`src/rtl/j1_io_responder.sv`:
```
// J1 I/O-space responder: GPIO out/in, tick counter and FIFO-buffered 8N1 UART TX.
// Define J1_IO_TICKS_EN to build the TICKS counter; otherwise TICKS reads 0.
`ifndef WIDTH
`define WIDTH 16
`endif

module j1_io_responder #(
   parameter int CLKS_PER_BIT = 217,
   parameter int FIFO_DEPTH   = 4,
   parameter int GPIO_W       = 8
) (
   input  logic                clk,
   input  logic                reset,
   input  logic                io_wr,
   input  logic [15:0]         mem_addr,
   input  logic [`WIDTH-1:0]   dout,
   output logic [`WIDTH-1:0]   io_din,
   output logic [GPIO_W-1:0]   gpio_out,
   input  logic [GPIO_W-1:0]   gpio_in,
   output logic                uart_tx
);

   localparam int W     = `WIDTH;
   localparam int AW    = $clog2(FIFO_DEPTH);
   localparam int CNT_W = AW + 1;
   localparam int BW    = $clog2(CLKS_PER_BIT);

   typedef enum logic [1:0] {IDLE, START, DATA, STOP} state_t;

   logic [15:0]       addr_q;
   logic [GPIO_W-1:0] gpio_s1, gpio_s2;
   logic [7:0]        fifo_mem [FIFO_DEPTH];
   logic [AW-1:0]     wr_ptr, rd_ptr;
   logic [CNT_W-1:0]  count;
   logic              overflow;
   logic              full, busy, push_req, push, pop;
   state_t            state;
   logic [BW-1:0]     baud;
   logic [2:0]        bit_idx;
   logic [7:0]        shreg;
   logic              baud_end;
   logic [2:0]        stat;
   logic [W-1:0]      ticks_rd;
   logic              unused_bits;

   // The core presents the address one cycle early; everything decodes on addr_q.
   always_ff @(posedge clk or posedge reset) begin
      if (reset) begin
         addr_q  <= '0;
         gpio_s1 <= '0;
         gpio_s2 <= '0;
      end else begin
         addr_q  <= mem_addr;
         gpio_s1 <= gpio_in;
         gpio_s2 <= gpio_s1;
      end
   end

   always_ff @(posedge clk or posedge reset) begin
      if (reset) begin
         gpio_out <= '0;
      end else if (io_wr && addr_q[0]) begin
         gpio_out <= dout[GPIO_W-1:0];
      end
   end

   assign full     = (count == CNT_W'(FIFO_DEPTH));
   assign push_req = io_wr & addr_q[12];
   assign push     = push_req & ~full;
   assign pop      = (state == IDLE) && (count != '0);
   assign busy     = (count != '0) || (state != IDLE);
   assign stat     = {overflow, busy, full};

   always_ff @(posedge clk) begin
      if (push) begin
         fifo_mem[wr_ptr] <= dout[7:0];
      end
   end

   always_ff @(posedge clk or posedge reset) begin
      if (reset) begin
         wr_ptr   <= '0;
         rd_ptr   <= '0;
         count    <= '0;
         overflow <= 1'b0;
      end else begin
         if (push) wr_ptr <= wr_ptr + 1'b1;
         if (pop)  rd_ptr <= rd_ptr + 1'b1;
         if (push && !pop) begin
            count <= count + 1'b1;
         end else if (pop && !push) begin
            count <= count - 1'b1;
         end
         // A dropped push in the same cycle as a STAT write leaves overflow set.
         if (io_wr && addr_q[13]) overflow <= 1'b0;
         if (push_req && full)    overflow <= 1'b1;
      end
   end

   assign baud_end = (baud == BW'(CLKS_PER_BIT - 1));

   // uart_tx is registered and changes on the same edge as the state it belongs to.
   always_ff @(posedge clk or posedge reset) begin
      if (reset) begin
         state   <= IDLE;
         baud    <= '0;
         bit_idx <= '0;
         shreg   <= '0;
         uart_tx <= 1'b1;
      end else begin
         case (state)
            IDLE: begin
               if (pop) begin
                  shreg   <= fifo_mem[rd_ptr];
                  state   <= START;
                  baud    <= '0;
                  uart_tx <= 1'b0;
               end
            end
            START: begin
               if (baud_end) begin
                  state   <= DATA;
                  baud    <= '0;
                  bit_idx <= '0;
                  uart_tx <= shreg[0];
               end else begin
                  baud <= baud + 1'b1;
               end
            end
            DATA: begin
               if (baud_end) begin
                  baud <= '0;
                  if (bit_idx == 3'd7) begin
                     state   <= STOP;
                     uart_tx <= 1'b1;
                  end else begin
                     bit_idx <= bit_idx + 1'b1;
                     uart_tx <= shreg[1];
                     shreg   <= {1'b0, shreg[7:1]};
                  end
               end else begin
                  baud <= baud + 1'b1;
               end
            end
            STOP: begin
               if (baud_end) begin
                  state <= IDLE;
                  baud  <= '0;
               end else begin
                  baud <= baud + 1'b1;
               end
            end
            default: begin
               state   <= IDLE;
               baud    <= '0;
               uart_tx <= 1'b1;
            end
         endcase
      end
   end

`ifdef J1_IO_TICKS_EN
   logic [W-1:0] ticks;

   always_ff @(posedge clk or posedge reset) begin
      if (reset) begin
         ticks <= '0;
      end else if (io_wr && addr_q[14]) begin
         ticks <= dout;
      end else begin
         ticks <= ticks + 1'b1;
      end
   end

   assign ticks_rd = addr_q[14] ? ticks : '0;
`else
   assign ticks_rd = '0;
`endif

   // Multiple select bits read back as the OR of every selected source.
   always_comb begin
      io_din = '0;
      if (addr_q[0])  io_din = io_din | W'(gpio_out);
      if (addr_q[1])  io_din = io_din | W'(gpio_s2);
      if (addr_q[13]) io_din = io_din | W'(stat);
      io_din = io_din | ticks_rd;
   end

   assign unused_bits = ^{addr_q[15], addr_q[11:2], dout};

endmodule

```
`config.mk`:
```
export PLATFORM = sky130hd
export DESIGN_NAME = j1_io_responder
export DESIGN_NICKNAME = d
export VERILOG_FILES = /design/src/rtl/j1_io_responder.sv
export SDC_FILE = /design/constraint.sdc
export NUM_CORES = 1
export LEC_CHECK = 0
export CORE_MARGIN = 2
export CORE_UTILIZATION = 45
export CTS_CLUSTER_SIZE = 40
export DETAILED_ROUTE_END_ITERATION = 7
export PLACE_DENSITY_LB_ADDON = 0.12
export SLEW_MARGIN = 20
export SYNTH_ARGS = -nofsm -noshare
export SYNTH_HDL_FRONTEND = slang
export SYNTH_SLANG_ARGS = --single-unit
```
`constraint.sdc`:
```
create_clock -name clk -period 2.9 [get_ports clk]
set_clock_uncertainty 0.05 [all_clocks]
set_input_delay 0.58 -clock clk [delete_from_list [all_inputs] [get_ports clk]]
set_output_delay 0.58 -clock clk [all_outputs]
set_load 0.01 [all_outputs]
```
* Yosys cells after proc, flatten, opt, wreduce, memory -nomap -nowiden
Memory sizes are Yosys's and may differ from the RTL's. Cells that the tools add are included.
Word-level totals: RAM bits 32, memories kept 1, input port bits 43, bits in registers 68, output and inout bits 25, logic and storage cells 90
Memories:
- fifo_mem | words 4, width 8, rd ports 1, clocked after Yosys merged registers in 0, wr ports 1, RTL line 32 | logic [7:0] fifo_mem [FIFO_DEPTH];
Operators by class: reductions and logical operators 22, bitwise operators 5, add/sub/neg operators 6, equal/unequal tests 12, muxes and demuxes 31
Operators with widths (count):
- $mux W8 | 7
- $pmux W8 S2 | 2
- $mux W16 | 1
- $or A16 B3 Y16 | 1
- $mux W3 | 5
- $ne A2 B2 Y1 const B | 6
- $reduce_and A4 Y1 | 3
- $mux W2 | 5
- $reduce_bool A2 Y1 | 5
- $add A8 B1 Y8 const B | 1
- $eq A8 B8 Y1 const B | 1
- $mux W1 | 8
- $or A8 B8 Y8 | 1
- $pmux W2 S4 | 1
- $add A3 B1 Y3 const B | 2
- $eq A3 B3 Y1 const B | 2
- $logic_and A1 B1 Y1 | 6
- $pmux W3 S2 | 1
- $reduce_bool A3 Y1 | 2
- $reduce_and A5 Y1 | 1
- $add A2 B1 Y2 const B | 2
- $eq A2 B2 Y1 const B | 2
- $pmux W1 S3 | 1
- $reduce_or A3 Y1 | 1
- 7 further kinds | 9

* Longest topological paths before layout
depth after elaboration 7, depth in mapped cells 10, mapped depth without buffers 9

* Worst setup path after synthesis
Ideal clock, no wire load.
path type input port to flip-flop, from input port io_wr, to register count[2], stages 8, setup time 79 ps, setup slack 758 ps, arrival time 2013 ps, data required time 2771 ps, path through nand2_1 -> a21oi_1 -> ha_1 -> inv_1 -> fa_1 -> xor2_1 -> nor2_1 -> xor2_1
On the way: longest elaborated chain between the ends 5
Ends and longest elaborated chain:
- from (decl) | RTL line 14 | input logic io_wr,
- $and A1 B1 Y1 (*) | RTL line 68 | assign push_req = io_wr & addr_q[12];
- $and A1 B1 Y1 (*) | RTL line 69 | assign push = push_req & ~full;
- named net push | RTL line 36 | logic full, busy, push_req, push, pop;
- $logic_not A1 Y1 | RTL line 91 | end else if (pop && !push) begin
- $logic_and A1 B1 Y1 | RTL line 91
- $reduce_bool A2 Y1 (no source line)
- to (signal assigned) | RTL line 90 | count <= count + 1'b1;
- to (signal assigned) | RTL line 92 | count <= count - 1'b1;
- to (decl) | RTL line 34 | logic [CNT_W-1:0] count;
Mark *: on every way through the listed nets, which the timed path passes. The rest lies on a longest branch. A chain may end at the register's enable or synchronous reset.

* Worst setup path in the final report
from register count[0], to output port io_din[1]
On the way: longest elaborated chain between the ends 4
Ends and longest elaborated chain:
- $reduce_bool A3 Y1 | RTL line 71 | assign busy = (count != '0) || (state != IDLE);
- $logic_or A1 B1 Y1 | RTL line 71
- $or A16 B3 Y16 | RTL line 185 | if (addr_q[13]) io_din = io_din | W'(stat);
- $mux W16 | RTL line 185
- to (decl) | RTL line 17 | output logic [`WIDTH-1:0] io_din,
Every way passes these cells.

==> metrics.txt <==
status=complete, no violations; std cell rows=34; first-pass GRT wire length=roughly 11 mm; Worst-Margin Slew=0.7483 ns; fin area=roughly 0.0046 mm2; instance count of the mapped netlist=286; Tmin final=2.694 ns; TNS Setup=0 ns; Worst Path Required=about 2.3 ns; clock root cell=clkbuf_8; DRT antenna net count=0; Initial Utilization=between 40 and 50%; Area contributors post-synth=dfrtp_1 (36%), edfxtp_1 (25%), mux2_2 (7.2%), ha_1 (4.5%), mux2_4 (2.7%); Mapped Area=0.003919 mm2; Final Routed Wirelength=approximately 6.7 mm; Yosys reg bits=90; sw frac=26.45%; DP Worst Slack=0.3384 ns; Pre-antenna DRT Iters=4; internal power=2047 uW; core area=0.008593 mm2; TritonCTS Sinks=90; final setup vio count=0; largest net degree at the start of global routing=23; vias in the first global route=2,299; Comb pwr share=13.3%; register area share after synthesis=61.59%; Placer Congestion=0.7793; Pwr per Cell Area=roughly 600 mW/mm2; fraction of layout cells with a size suffix above 1=18.81%; Max Clock Freq=371.1 MHz; gr usage total=14.96%; die area=0.009471 mm2; synthesized area per cell=13.70 um2; Hold Crit Class=flop to flop; Clock Path Buffers=2; CP Class=flop to primary output; MaxCap Viol Count=0; htree depth=3; asr flop ratio synth=roughly 64%; Synth-to-Final Area Change=17.66%; worst hold stages=0; die height=97.32 um; Synth Flop Type=dfrtp_1; overall power=around 2800 uW; DRC Markers=0; initial antenna violation count=0; Distinct cells, synth=47; final core occ=53.65%; I/O pin total=68; EDFF count, synth=32; post-DP HPWL=4.689 mm; synth warn=0; total global routing overflow=0; min setup slack post-route=roughly 0.21 ns; die width=97.32 um; clock network fraction of total power=between 30% and 40%; crit path DAT=between 2 and 2.5 ns; area leader, netlist=dfrtp_1; initial drt markers=93; CTS tree=yes; DP Area=0.004393 mm2; worst vdd ir=283.8 uV; Avg WL per Cell=15.13 um; Reg2Reg Depth=6; clk slew on worst S/H paths=0.10 ns; most frequent cells in the layout=dfrtp_1 (57), clkdlybuf4s50_1 (39), edfxtp_1 (32), mux2_2 (25), inv_1 (17); Sequential Power Share=54.8%; Net Sw Power=~740 uW; Num CTS Buffers=9; later-pin clock latency in the skew report=0.35 ns; Final Net Count=388; most common library cell in the layout ignoring fill and taps=dfrtp_1; Leak=0.001921 uW; Max-slew headroom=about half; Ant. Diodes=0; RSZ-0062 raised after global routing=no; Startpoint Class=flop; Via density=between 5 and 6; CP max FO=5; via count=2,240; IO Port Bufs=39; Tcrit/Tclk final=92.91%; Max Slew Vio Count=0; Final Hold Fails=0; Yosys top cell area share=36.40%; CP endpoint kind=primary output
==> layout make-up <==
class | instances | area [um2]
flip-flops and latches | 90 | 2414
repair buffers | 44 | 427.9
clock buffers | 9 | 123.9
inverters | 18 | 67.56
fillers | 736 | 3983
multi-input cells | 167 | 1358
clock inverters | 7 | 85.08
well taps | 108 | 135.1
==> cells in the mapped netlist (3+ instances only) <==
master and number:
dfrtp_1 57, edfxtp_1 32, mux2_2 25, inv_1 18, nand2_1 17, ha_1 14
a21oi_1 11, o21ai_0 11, a22o_1 10, buf_4 8, mux2_4 7, o22ai_1 7
clkbuf_1 6, and2_1 5, nand3_1 5, nor2_1 5, nand2b_1 4, xnor2_1 4
xor2_1 3
==> power groups by stage <==
| stage | combinational, uW | clock, uW | sequential (uW) |
|---|---|---|---|
| 5_1_grt | 420 | 972 | 1540 |
| 6_report | 370 | 888 | 1520 |
| 4_1_cts | 376 | 917 | 1520 |
| 3_5_place_dp | 374 | 0 | 1540 |
| 3_3_place_gp | 365 | 0 | 1540 |
| 2_1_floorplan | 222 | 0 | 1530 |
==> flip-flops by register name (all words and copies together), names as in the netlist, 2 cells and up <==
register and flops:
gpio_out 8, count 3, state 2, gpio_s1 8
addr_q 4, baud 8, gpio_s2 8, rd_ptr 2
shreg 8, bit_idx 3, wr_ptr 2, fifo_mem 32
==> logic make-up (layout without fill, tap and decap cells) <==
| group | after synthesis | after routing | share of synthesized area (%) |
|---|---|---|---|
| XOR/XNOR | 7 | 7 | 1.565 |
| multiplexers | 34 | 34 | 10.70 |
| other | 1 | 8 | 0.09569 |
| AO/OA/AOI/OAI | 51 | 51 | 8.716 |
| AND/OR/NAND/NOR | 52 | 52 | 7.695 |
| flip-flops | 90 | 90 | 61.59 |
| adder cells (fa/ha/maj) | 15 | 15 | 4.981 |
| buffers and inverters | 36 | 78 | 4.661 |
==> timing repair <==
action	CTS	global route
buffers inserted	0	0
resized for setup	0	2
endpoints found under the setup margin	0	1
hold buffers	0	0
hold endpoints to repair	0	0
==> layer usage <==
metal	global-route usage [%]	vias up	part of all wire, %
met3	3.885	6	4.6
met1	20.68	1084	49
met4	5.769	0	0.88
met5	0	-	0
li1	-	1092	-
met2	22.86	58	46
==> critical path, cell delays in order, from the launching register on <==
cell and delay, ns:
dfrtp_1 0.48, nor3_4 0.25, nand2_2 0.15, a222oi_1 0.27, inv_1 0.08, clkdlybuf4s50_1 0.48
==> per-stage QoR <==
stage                     instances  hold slack [ns]
final                           443           0.3040
after global routing            443           0.3195
after CTS                       443           0.3066
after detailed placement        427           0.2847
after global placement          427           0.2816
after floorplan                 293           0.2812
==> path summary, 6_finish.rpt <==
path	slack, ns	end	from
max reg2reg	0.57	shreg[1]$_DFFE_PP0P_	bit_idx[0]$_DFFE_PP0P_
max	0.21	io_din[1]	count[0]$_DFFE_PP0P_
min reg2reg	0.30	gpio_s2[0]$_DFF_PP0_	gpio_s1[0]$_DFF_PP0_
min	0.30	gpio_s2[0]$_DFF_PP0_	gpio_s1[0]$_DFF_PP0_
max in group asynchronous	1.67	uart_tx$_DFFE_PP1P_	reset
min in group asynchronous	0.46	baud[1]$_DFFE_PP0N_	reset
No activity file was read; power rests on OpenSTA's default activity.
